**config.mk**
```make
export PLATFORM = sky130hd
export DESIGN_NAME = csr_timer_bank
export DESIGN_NICKNAME = d
export VERILOG_FILES = /design/src/rtl/csr_timer_bank.sv
export SDC_FILE = /design/constraint.sdc
export NUM_CORES = 1
export LEC_CHECK = 0
export ABC_AREA = 1
export CORE_MARGIN = 2
export CORE_UTILIZATION = 49
export CTS_CLUSTER_SIZE = 40
export DETAILED_ROUTE_END_ITERATION = 12
export PLACE_DENSITY = 0.72
export SYNTH_ARGS = -nofsm -noshare
export SYNTH_HDL_FRONTEND = slang
export SYNTH_SLANG_ARGS = --single-unit
```
**constraint.sdc**
```tcl
create_clock -name clk -period 3.85 [get_ports clk]
set_input_delay 1.155 -clock clk [delete_from_list [all_inputs] [get_ports clk]]
set_output_delay 1.155 -clock clk [all_outputs]
set_load 0.05 [all_outputs]
```
**src/rtl/csr_timer_bank.sv**
```systemverilog
// Bank of independent countdown timers behind CSR-mapped TCFG/TVAL/TICLR registers,
// with a shared prescaler and a free-running stable counter.
module csr_timer_bank #(
    parameter int          NUM_TIMERS = 2,
    parameter int          CNT_WIDTH  = 32,
    parameter int          PRESCALE   = 1,
    parameter logic [13:0] TIMER_BASE = 14'h41,
    parameter int          STABLE_W   = 64
) (
    input  logic                  clk,
    input  logic                  reset,
    input  logic                  csr_re,
    input  logic [13:0]           csr_num,
    input  logic                  csr_we,
    input  logic [31:0]           csr_wmask,
    input  logic [31:0]           csr_wvalue,
    output logic [31:0]           csr_rvalue,
    output logic                  csr_hit,
    output logic [NUM_TIMERS-1:0] timer_irq,
    output logic [STABLE_W-1:0]   stable_counter_value
);

    localparam int PW = (PRESCALE > 1) ? $clog2(PRESCALE) : 1;
    localparam logic [PW-1:0] PRE_LAST = PW'(PRESCALE - 1);

    logic [PW-1:0]         pre_cnt;
    logic                  tick;
    logic [STABLE_W-1:0]   stable_cnt;

    logic [NUM_TIMERS-1:0] hit_cfg;
    logic [NUM_TIMERS-1:0] hit_val;
    logic [NUM_TIMERS-1:0] hit_clr;
    logic [31:0]           rd_ch [NUM_TIMERS];

    // With PRESCALE=1 the counter is pinned at 0, so tick is constantly high.
    always_ff @(posedge clk) begin
        if (reset) begin
            pre_cnt <= '0;
        end else if (pre_cnt == PRE_LAST) begin
            pre_cnt <= '0;
        end else begin
            pre_cnt <= pre_cnt + PW'(1);
        end
    end

    assign tick = (pre_cnt == PRE_LAST);

    always_ff @(posedge clk) begin
        if (reset) begin
            stable_cnt <= '0;
        end else begin
            stable_cnt <= stable_cnt + STABLE_W'(1);
        end
    end

    assign stable_counter_value = stable_cnt;

    for (genvar i = 0; i < NUM_TIMERS; i++) begin : g_ch
        localparam logic [13:0] ADDR = 14'(TIMER_BASE + 14'(4 * i));

        logic [CNT_WIDTH-1:0] tcfg_q;
        logic [CNT_WIDTH-1:0] cnt_q;
        logic                 pend_q;
        logic [CNT_WIDTH-1:0] cfg_new;
        logic                 cfg_we;
        logic                 clr;
        logic                 en;
        logic                 periodic;
        logic [CNT_WIDTH-3:0] initval;
        logic                 expire;

        assign hit_cfg[i] = (csr_num == ADDR);
        assign hit_val[i] = (csr_num == ADDR + 14'd1);
        assign hit_clr[i] = (csr_num == ADDR + 14'd3);

        assign cfg_new  = (csr_wmask[CNT_WIDTH-1:0] & csr_wvalue[CNT_WIDTH-1:0])
                        | (~csr_wmask[CNT_WIDTH-1:0] & tcfg_q);
        assign cfg_we   = csr_we & hit_cfg[i];
        assign clr      = csr_we & hit_clr[i] & csr_wmask[0] & csr_wvalue[0];
        assign en       = tcfg_q[0];
        assign periodic = tcfg_q[1];
        assign initval  = tcfg_q[CNT_WIDTH-1:2];
        assign expire   = en & tick & (cnt_q == '0);

        // A disabling TCFG write freezes cnt on that edge instead of letting it tick.
        always_ff @(posedge clk) begin
            if (reset) begin
                tcfg_q <= '0;
                cnt_q  <= '1;
                pend_q <= 1'b0;
            end else begin
                if (cfg_we) begin
                    tcfg_q <= cfg_new;
                end
                if (cfg_we) begin
                    if (cfg_new[0]) begin
                        cnt_q <= {cfg_new[CNT_WIDTH-1:2], 2'b00};
                    end
                end else if (en && tick && (cnt_q != '1)) begin
                    if ((cnt_q == '0) && periodic) begin
                        cnt_q <= {initval, 2'b00};
                    end else begin
                        cnt_q <= cnt_q - CNT_WIDTH'(1);
                    end
                end
                if (expire) begin
                    pend_q <= 1'b1;
                end else if (clr) begin
                    pend_q <= 1'b0;
                end
            end
        end

        assign timer_irq[i] = pend_q;
        assign rd_ch[i]     = hit_cfg[i] ? 32'(tcfg_q) :
                              hit_val[i] ? 32'(cnt_q)  : 32'h0;
    end

    assign csr_hit = |(hit_cfg | hit_val | hit_clr);

    always_comb begin
        csr_rvalue = '0;
        if (csr_re) begin
            for (int i = 0; i < NUM_TIMERS; i++) begin
                csr_rvalue = csr_rvalue | rd_ch[i];
            end
        end
    end

endmodule

```
==> summary.md, run 1 <==
| Metric | Value |
|---|---|
| Synth Cell Area | `13700 sq um` |
| Layout Utilization | `0.639` |
| Failing checks | `setup timing` |
| Hold crit path type | `reg -> reg` |
| Die area | `29300 sq um` |
| First-pass GRT wire length | `85.2 mm` |
| Syn avg cell area | `5.84 sq um` |
| Num ports | `181` |
| Largest area contributor in the netlist | `dfxtp_1` |
| # fillers | `2667` |
| Reg2reg start | `g_ch[1].cnt_q[0]$_SDFFE_PP1P_` |
| Static Leak | `0.00801 uW` |
| HP Start | `g_ch[1].pend_q$_SDFFE_PP0P_` |
| Worst Setup End Kind | `output port` |
| Post-synthesis sequential area ratio | `0.285` |
| Std cell rows | `61` |
| Worst Setup SP | `csr_num[12]` |
| Worst ir drop on vdd | `0.000252 V` |
| Final ANT Viol Nets | `0` |
| Final period util | `1.05` |
| Tmin final | `4.06 ns` |
| Slew Viols, Final | `0` |
| WHS | `0.489 ns` |
| Core area | `27600 sq um` |
| Remaining DRCs | `0` |
| Pre-CTS WS | `-0.473 ns` |
| Vias | `16300` |
| Hold Buf Count CTS | `0` |
| Starting Density | `0.495` |
| CTS tree | `yes` |
| Yosys reg bits | `195` |
| Worst path required time | `2.69 ns` |
| Synth area leaders | `dfxtp_1 29%, nand2_1 23%, inv_1 8.6%, nand3_1 6.5%, nor2_1 5.4%` |
| Post-synthesis cell type count | `48` |
| Endpoints failing setup | `33` |
| Syn nets | `2428` |
| Maximum clock frequency | `0.246 GHz` |
| RD Place Congestion | `1.03` |
| GRT overflow | `0` |
| Number of flops mapped to enable cells by yosys | `0` |
| Post-Route WL | `56.9 mm` |
| Vias in the first global route | `15300` |
| Slew of the pin with the lowest slew margin | `0.950 ns` |
| Area share of the largest cell type after synthesis | `0.285` |
| Critical Path Most Common Cell | `buf_6` |
| First-pass iteration count of the detailed router | `8` |
| Clock Skew | `0.0135 ns` |
| Max cap viols | `0` |
| Share of cells above drive strength 1 | `0.138` |
| Power Density | `242 nW/um^2` |
| Crit-path cells | `buf_6, nor2_2, nand3_2, buf_6, nor2_4, nand2_2, nor2_4, buf_6, buf_16, nand2_2, o21ai_1, buf_4, a21oi_4, nand2_1, nand2_1, inv_2, buf_12` |
| Clock Sinks | `195` |
| Status | `finished with violations` |
| Final Worst Setup Slack | `-0.209 ns` |
| Crit path largest cell delay | `0.19 ns` |
| RSZ-0062 raised after global routing | `yes` |
| Clock transition at the registers of the reported paths | `0.07 ns` |
| CP Class | `in -> out` |
| GRT Util Overall | `0.384` |
| CP Data Arrival Time | `2.90 ns` |
| Cells after synthesis | `2341` |
| Slowest CP cell | `nor2_4` |
| Worst-Skew Late Latency | `0.45 ns` |
| Relative slew slack | `0.367` |
| Die height | `171 um` |
| Longest Clk Path Bufs | `2` |
| Root Driver | `clkbuf_16` |
| Max H-tree Level | `4` |
| Post-DP HPWL | `43.0 mm` |
| Synth warnings | `0` |
| First DRT Iteration DRCs | `1431` |
| Inserted Clock Buffers | `17` |
| Area Overhead vs Synth | `29.0%` |
| WL/cell | `19.4 um` |
| Hold Vio Cnt, Final | `0` |
| I/O Buffers | `180` |
| Synth Flop Type | `dfxtp_1` |
| Via-to-Cell Ratio | `5.58` |
| Largest net degree at the start of global routing | `77` |
| Nets@finish | `2626` |
| Die width | `171 um` |
| Worst-path maximum fanout | `8` |
| Tot Pwr | `4270 uW` |
| Initial antenna violation count | `1` |
| Worst Setup Start Kind | `input pin` |
| Post-synth ARST share | `0` |
## cell usage in the layout, fill, tap and decap left out, types with 37 or more instances in the layout
master | synthesis | final
a21oi_1 | 142 | 120
buf_12 | 2 | 39
buf_4 | 19 | 49
clkdlybuf4s50_1 | 0 | 132
dfxtp_1 | 195 | 195
inv_1 | 315 | 282
inv_2 | 6 | 39
nand2_1 | 828 | 795
nand2_2 | 27 | 53
nand3_1 | 178 | 175
nand4_1 | 46 | 46
nor2_1 | 198 | 191
nor3_1 | 45 | 45
o21ai_0 | 130 | 103
xor2_1 | 37 | 37
## metal layers
layer	track usage	wire length [um]	vias up
li1	-	-	7751
met1	0.437	21100	7501
met2	0.656	26800	886
met3	0.0747	5060	208
met4	0.246	3930	0
met5	0	0	-
## cells by family (layout without fill, tap and decap cells)
kind of cell,after synthesis,after routing,synth area share
compound gates,282,282,0.105
xor+xnor,50,50,0.0320
fa+ha+maj,5,5,0.00457
buf+inv,410,620,0.125
flops,195,195,0.285
other cells,1,3,0.000274
simple gates,1398,1398,0.448
## stage by stage
step                      instance area, sq um  TNS [ns]  std cells
final                                    17600     -4.54       2931
after floorplan                          13700         0       2341
after CTS                                17500     -3.38       2927
after global placement                   16400    -12.79       2892
after detailed placement                 16400    -14.37       2892
after global routing                     17600     -7.98       2929
## Yosys cell counts (2+ instances only)
master	instances
nor3_2	4
nand2_2	27
buf_1	9
nor4_1	4
nor2_1	198
nor2_2	13
a31oi_1	2
nand3_1	178
nand4_1	46
nand3b_1	3
buf_6	3
inv_2	6
a21oi_1	142
buf_2	24
clkbuf_1	19
buf_12	2
nor3b_1	5
o21ai_0	130
nor2_4	11
nor3_1	45
o21a_1	3
nand3_2	10
buf_4	19
inv_1	315
xor2_1	37
clkinv_1	10
xnor2_1	13
dfxtp_1	195
or2_2	9
nand2_4	6
or2_0	2
nor3_4	2
o21ai_1	2
nand4_4	2
nand2_1	828
ha_1	5
## path summary, 6_finish.rpt
| kind | endpoint | slack (ns) | cells after the start |
|---|---|---|---|
| max | csr_rvalue[2] | -0.21 | 17 |
| max reg2reg | g_ch[1].cnt_q[13]$_SDFFE_PP1P_ | 1.46 | 11 |
| min | g_ch[1].pend_q$_SDFFE_PP0P_ | 0.49 | 2 |
| min reg2reg | g_ch[1].pend_q$_SDFFE_PP0P_ | 0.49 | 2 |
## sequential cells by signal (all words and copies together), names as in the netlist, named ones only
name / count
g_ch.tcfg_q: 62
g_ch.pend_q: 2
stable_counter_value: 64
g_ch.cnt_q: 64
pre_cnt: 1
## repair_timing
item / 4_1_cts / 5_1_grt
pin swaps: 26 / 15
setup endpoints to repair: 33 / 33
buffers inserted: 10 / 2
gates resized for setup: 184 / 29
cloned: 7 / 2
## critical path: cells and delay by family
family                 cells  cell delay [ns]
buffers and inverters      7             0.88
AND/OR/NAND/NOR            8             0.74
AO/OA/AOI/OAI              2             0.11
## layout make-up
class / instances / area, sq um / area share
clock buffer: 19 / 453 / 0.0257
multi-input combinational: 1736 / 8410 / 0.476
timing repair buffer: 256 / 2970 / 0.168
antenna: 2 / 5.00 / 0.000284
sequential: 195 / 3900 / 0.221
tap: 378 / 473 / 0.0268
inverter: 333 / 1260 / 0.0712
clock inverter: 12 / 178 / 0.0101
## report_power, final
part / leakage, uW / switching, uW / internal, uW / total, uW
registers: 0.00157 / 3.35 / 2020 / 2020
logic: 0.00612 / 142 / 102 / 244
clock network: 0.000310 / 880 / 1120 / 2000
Power figures use the tool's default switching activity.
==> run 2, diff against run 1 <==
--- a/config.mk
+++ b/config.mk
@@ -6,7 +6,7 @@
 export NUM_CORES = 1
 export LEC_CHECK = 0
 export ABC_AREA = 1
-export CORE_MARGIN = 2
+export CORE_MARGIN = 3
 export CORE_UTILIZATION = 49
 export CTS_CLUSTER_SIZE = 40
 export DETAILED_ROUTE_END_ITERATION = 12
==> constraint.sdc (replaced) <==
create_clock -name clk -period 4.8 [get_ports clk]
set_input_delay 1.44 -clock clk [delete_from_list [all_inputs] [get_ports clk]]
set_output_delay 1.44 -clock clk [all_outputs]
set_load 0.05 [all_outputs]
==> run 2 against run 1 <==
  * Flip-flop and latch count unchanged
  * The run now ends clean
  * Worst hold slack worse by 0.0051 ns
  * Register-to-register slack gained 0.95 ns
  * Final cell count decreased by 0.31%
  * Combinational power down 24%
==> summary.md, run 2 (same netlist as run 1, synthesis figures left out) <==
| Metric | Value |
|---|---|
| Die width | `173 um (+1.2%)` |
| First-pass GRT wire length | `85.0 mm (-0.27%)` |
| Layout Utilization | `0.636 (-0.00317)` |
| Core area | `27200 sq um (-1.6%)` |
| Std cell rows | `60 (-1.6%)` |
| Met2 GRT Util | `0.619 (-0.0377)` |
| Final period util | `0.976` |
| Worst Setup End Kind | `output port` |
| Vias in the first global route | `15400 (+0.51%)` |
| First-pass iteration count of the detailed router | `6 (-2)` |
| Share of cells above drive strength 1 | `0.113 (-0.0250)` |
| Via-to-Cell Ratio | `5.52 (-1.1%)` |
| Hold crit path type | `reg -> reg` |
| Worst-Skew Late Latency | `0.45 ns (about the same)` |
| Starting Density | `0.503 (+0.00825)` |
| Largest net degree at the start of global routing | `81 (+5.2%)` |
| Most common cell after layout, fill and taps aside | `nand2_1` |
| Inserted Clock Buffers | `17 (unchanged)` |
| Maximum clock frequency | `0.213 GHz` |
| Relative slew slack | `0.344 (-0.0233)` |
| Pre-CTS WS | `-0.114 ns (+0.358 ns)` |
| Longest Clk Path Bufs | `2 (unchanged)` |
| Clock transition at the registers of the reported paths | `0.09 ns (+0.02 ns)` |
| # fillers | `2623 (-1.6%)` |
| Tmin final | `4.69 ns` |
| CP Data Arrival Time | `3.25 ns (+0.35 ns)` |
| Root Driver | `clkbuf_16` |
| Remaining DRCs | `0 (unchanged)` |
| First DRT Iteration DRCs | `1430 (-0.070%)` |
| WHS | `0.484 ns (-0.00512 ns)` |
| Post-Route WL | `55.0 mm (-3.3%)` |
| RD Place Congestion | `1.02 (-1.5%)` |
| Clock Skew | `0.0126 ns (-0.000909 ns)` |
| Final ANT Viol Nets | `0 (unchanged)` |
| Die area | `30000 sq um (+2.4%)` |
| Power Density | `191 nW/um^2 (-21%)` |
| Max H-tree Level | `4 (unchanged)` |
| Area Overhead vs Synth | `26.2%` |
| Commonest cells after routing, fill and taps aside | `818 x nand2_1, 293 x inv_1, 195 x dfxtp_1` |
| Status | `finished, final reports clean` |
| WL/cell | `18.8 um (-3.0%)` |
| Worst-path maximum fanout | `9 (+1)` |
| Vias | `16100 (-1.4%)` |
| Slew of the pin with the lowest slew margin | `0.985 ns (+0.0349 ns)` |
| Setup TNS | `0 ns (+4.54 ns)` |
| Worst path required time | `3.36 ns (+0.67 ns)` |
| Post-DP HPWL | `41.6 mm (-3.3%)` |
| I/O Buffers | `180 (unchanged)` |
| Slew Viols, Final | `0 (unchanged)` |
| Met3 Use GR | `0.0588 (-0.0159)` |
| Busiest grt layer | `met2` |
| Hold Buf Count CTS | `0 (unchanged)` |
| Hold Vio Cnt, Final | `0 (unchanged)` |
| GRT overflow | `0 (unchanged)` |
| Max cap viols | `0 (unchanged)` |
| Post-Place Cells | `2874 (-0.62%)` |
| Initial antenna violation count | `3 (+2)` |
| Nets@finish | `2623 (-0.11%)` |
| Met1 global-route usage | `0.428 (-0.00892)` |
| GRT Util Overall | `0.356 (-0.0274)` |
| Num ports | `181 (unchanged)` |
| Final Worst Setup Slack | `0.114 ns (+0.324 ns)` |
| CTS tree | `yes` |
| Clock Sinks | `195 (unchanged)` |
| Worst Setup Start Kind | `input pin` |
| CP Class | `in -> out` |
| Worst ir drop on vdd | `0.000225 V (-11%)` |
| Endpoints failing setup | `0 (-100%)` |
| Static Leak | `0.00787 uW (-1.7%)` |
| Filler-free cell count of the finished design | `2922 (-0.31%)` |
| Die height | `173 um (+1.2%)` |
==> run 2: changes by cell type in the layout (fill, tap and decap cells not counted), moves of 12 or more <==
cell	delta
o21ai_0	+26
nand2_1	+23
o21ai_1	-17
nand2_2	-16
buf_6	-14
a21oi_1	+12
==> run 2: path summary, 6_finish.rpt <==
check,depth (start not counted),start,slack (ns),endpoint
min,2,g_ch[1].pend_q$_SDFFE_PP0P_,0.48,g_ch[1].pend_q$_SDFFE_PP0P_
max,14,csr_num[9],0.11,csr_rvalue[12]
max reg2reg,10,g_ch[0].cnt_q[0]$_SDFFE_PP1P_,2.41,g_ch[0].cnt_q[1]$_SDFFE_PP1P_
min reg2reg,2,g_ch[1].pend_q$_SDFFE_PP0P_,0.48,g_ch[1].pend_q$_SDFFE_PP0P_
==> run 2: cell type report <==
| class | instances | area, sq um | area share |
|---|---|---|---|
| antenna | 1 | 2.50 | 0.000145 |
| clock buffer | 18 | 439 | 0.0254 |
| clock inverter | 14 | 161 | 0.00935 |
| inverter | 333 | 1260 | 0.0727 |
| multi-input combinational | 1736 | 8180 | 0.473 |
| sequential | 195 | 3900 | 0.226 |
| tap | 372 | 465 | 0.0269 |
| timing repair buffer | 253 | 2870 | 0.166 |
==> run 2: through the flow <==
step | total power, uW | cell area, sq um
2_1_floorplan | 1720 | 13700
3_3_place_gp | 1840 | 16300
3_5_place_dp | 1840 | 16300
4_1_cts | 3290 | 17200
5_1_grt | 3380 | 17300
6_report | 3300 | 17300
==> run 2: what timing repair did <==
action                     4_1_cts  5_1_grt
setup endpoints to repair       32       33
cloned                           5        3
pin swaps                        6       19
setup buffers                    7        3
hold endpoints to repair         0        0
resized for setup               58       37
==> run 2: power breakdown <==
part,leakage (uW),internal (uW),switching [uW],total [uW]
Sequential,0.00157,1620,2.67,1620
Combinational,0.00601,75.6,109,185
Clock,0.000288,715,777,1490
Total,0.00787,2410,888,3300
==> run 2: metal layers <==
layer | up-vias | share of wire
met4 | 4 | 0.053
li1 | 7747 | -
met2 | 810 | 0.48
met1 | 7400 | 0.39
met3 | 161 | 0.075
met5 | - | 0.00047
==> run 2: worst max-delay path, cell delays in order <==
cell             delay [ns]
clkdlybuf4s15_1        0.17
nor2_2                 0.09
nand3_2                0.13
buf_6                  0.15
nor3_4                 0.19
nand2_2                0.12
nor3_4                 0.17
buf_6                  0.17
buf_12                 0.14
nand2_1                0.07
nand2_2                0.10
nand2_1                0.07
inv_2                  0.09
buf_12                 0.13
==> run 3, diff against run 2 <==
--- a/config.mk
+++ b/config.mk
@@ -7,10 +7,10 @@
 export LEC_CHECK = 0
 export ABC_AREA = 1
 export CORE_MARGIN = 3
-export CORE_UTILIZATION = 49
+export CORE_UTILIZATION = 30
 export CTS_CLUSTER_SIZE = 40
 export DETAILED_ROUTE_END_ITERATION = 12
-export PLACE_DENSITY = 0.72
+export MAX_ROUTING_LAYER = met4
 export SYNTH_ARGS = -nofsm -noshare
 export SYNTH_HDL_FRONTEND = slang
 export SYNTH_SLANG_ARGS = --single-unit
==> run 3 against run 2 <==
  * Core utilization shrank 25 points
  * Critical path depth up 2
  * Clock skew increased by 0.0018 ns
==> summary.md, run 3 (same netlist as run 1, synthesis figures left out) <==
| Metric | Value |
|---|---|
| Status | `finished, final reports clean` |
| Worst-path maximum fanout | `8 (-1)` |
| Final period util | `0.983 (+0.00726)` |
| Die height | `220 um (+27%)` |
| CTS tree | `yes` |
| Via-to-Cell Ratio | `5.06 (-8.3%)` |
| Worst path required time | `3.36 ns (about the same)` |
| Static Leak | `0.00775 uW (-1.5%)` |
| Relative slew slack | `0.338 (-0.00543)` |
| Hold crit path type | `reg -> reg` |
| Power Density | `193 nW/um^2 (+1.1%)` |
| Worst Setup End Kind | `output port` |
| Num ports | `181 (unchanged)` |
| FF-to-FF setup slack | `2.32 ns (-0.09 ns)` |
| Most common cell after layout, fill and taps aside | `nand2_1` |
| Layout Utilization | `0.390 (-0.245)` |
| Core area | `44600 sq um (+64%)` |
| Largest net degree at the start of global routing | `74 (-8.6%)` |
| Hold Vio Cnt, Final | `0 (unchanged)` |
| Area Overhead vs Synth | `27.2%` |
| Inserted Clock Buffers | `17 (unchanged)` |
| Share of cells above drive strength 1 | `0.105 (-0.00839)` |
| CP Class | `in -> out` |
| CP Data Arrival Time | `3.28 ns (+0.03 ns)` |
| Slew Viols, Final | `0 (unchanged)` |
| Post-Route WL | `58.7 mm (+6.8%)` |
| Max H-tree Level | `4 (unchanged)` |
| Slew of the pin with the lowest slew margin | `0.993 ns (+0.00815 ns)` |
| Worst Setup SP | `csr_num[10]` |
| Worst ir drop on vdd | `0.000202 V (-10%)` |
| Tot Pwr | `3360 uW (+1.9%)` |
| Starting Density | `0.307 (-0.197)` |
| Vias | `15800 (-2.1%)` |
| Die area | `48200 sq um (+61%)` |
| Final ANT Viol Nets | `0 (unchanged)` |
| Maximum clock frequency | `0.212 GHz (-0.74%)` |
| Post-DP HPWL | `45.2 mm (+8.7%)` |
| First-pass GRT wire length | `88.2 mm (+3.7%)` |
| Nets@finish | `2598 (-0.95%)` |
| # fillers | `4893 (+87%)` |
| Pre-CTS WS | `-0.250 ns (-0.135 ns)` |
| Root Driver | `clkbuf_16` |
| Clock transition at the registers of the reported paths | `0.07 ns (-0.02 ns)` |
| Longest Clk Path Bufs | `2 (unchanged)` |
| Vias in the first global route | `15400 (-0.30%)` |
| I/O Buffers | `180 (unchanged)` |
| Setup TNS | `0 ns (unchanged)` |
| Remaining DRCs | `0 (unchanged)` |
| First-pass iteration count of the detailed router | `6 (unchanged)` |
| Worst Setup Start Kind | `input pin` |
| Final Worst Setup Slack | `0.0796 ns (-0.0348 ns)` |
| GRT overflow | `0 (unchanged)` |
| HP Start | `stable_counter_value[0]$_SDFF_PP0_` |
| First DRT Iteration DRCs | `1333 (-6.8%)` |
| Reg2reg start | `g_ch[1].cnt_q[0]$_SDFFE_PP1P_` |
| WL/cell | `18.8 um (about the same)` |
| Initial antenna violation count | `3 (unchanged)` |
| Std cell rows | `77 (+28%)` |
| Worst-Skew Late Latency | `0.50 ns (+0.05 ns)` |
| Clock Sinks | `195 (unchanged)` |
| Max cap viols | `0 (unchanged)` |
| GRT Util Overall | `0.248 (-0.108)` |
| Endpoints failing setup | `0 (unchanged)` |
| Tmin final | `4.72 ns (+0.0348 ns)` |
| Die width | `220 um (+27%)` |
| Clock Skew | `0.0144 ns (+0.00179 ns)` |
| Commonest cells after routing, fill and taps aside | `821 x nand2_1, 291 x inv_1, 195 x dfxtp_1` |
| Hold Buf Count CTS | `0 (unchanged)` |
| RD Place Congestion | `1.03 (+1.5%)` |
## run 3: metrics by stage
| stage | area, sq um | cells | hold slack, ns |
|---|---|---|---|
| floorplan | 13700 | 2341 | 0.439 |
| global placement | 16400 | 3067 | 0.457 |
| detailed placement | 16400 | 3067 | 0.463 |
| CTS | 17200 | 3109 | 0.484 |
| global route | 17400 | 3119 | 0.506 |
| finish | 17400 | 3119 | 0.489 |
## run 3: repair_timing
action                     in CTS  in global routing
gates cloned                    3                  2
setup buffers                   7                  6
gates resized for setup        39                 70
pin swaps                       8                 18
setup endpoints to repair      33                 33
## run 3: where the power goes
group	leakage, uW	switching (uW)	internal, uW
clock	0.000283	735	813
sequential	0.00157	2.99	1620
combinational	0.00589	112	78.0
total	0.00775	849	2510
## run 3: cell type report
type | instances | area (sq um) | share of cell area
timing repair buffer | 228 | 2690 | 0.154
sequential | 195 | 3900 | 0.224
clock buffer | 22 | 474 | 0.0273
inverter | 333 | 1260 | 0.0722
multi-input combinational | 1736 | 8210 | 0.472
clock inverter | 10 | 123 | 0.00705
antenna | 3 | 7.51 | 0.000431
tap | 592 | 741 | 0.0426
## run 3: worst paths after layout
check,to,depth (start not counted)
worst max register to register,g_ch[1].cnt_q[11]$_SDFFE_PP1P_,11
worst min register to register,stable_counter_value[0]$_SDFF_PP0_,1
worst min-delay path,stable_counter_value[0]$_SDFF_PP0_,1
worst max-delay path,csr_rvalue[22],16
## run 3: worst max-delay path, stage by stage
cell      delay, ns
clkbuf_2       0.09
nor2_1         0.12
nand3_2        0.10
buf_6          0.13
buf_6          0.11
nor3_4         0.18
nand2_2        0.13
nor2_4         0.19
buf_6          0.12
buf_6          0.09
buf_16         0.13
a21oi_1        0.07
nand2_1        0.09
nand2_2        0.07
inv_2          0.08
buf_12         0.13
## run 3: per-layer routing
layer / global-route usage / vias up / wire length (um)
met3: 0.0430 / 126 / 4630
li1: - / 7695 / -
met5: - / - / 0
met2: 0.392 / 636 / 26300
met4: 0.134 / 0 / 2860
met1: 0.301 / 7322 / 24900
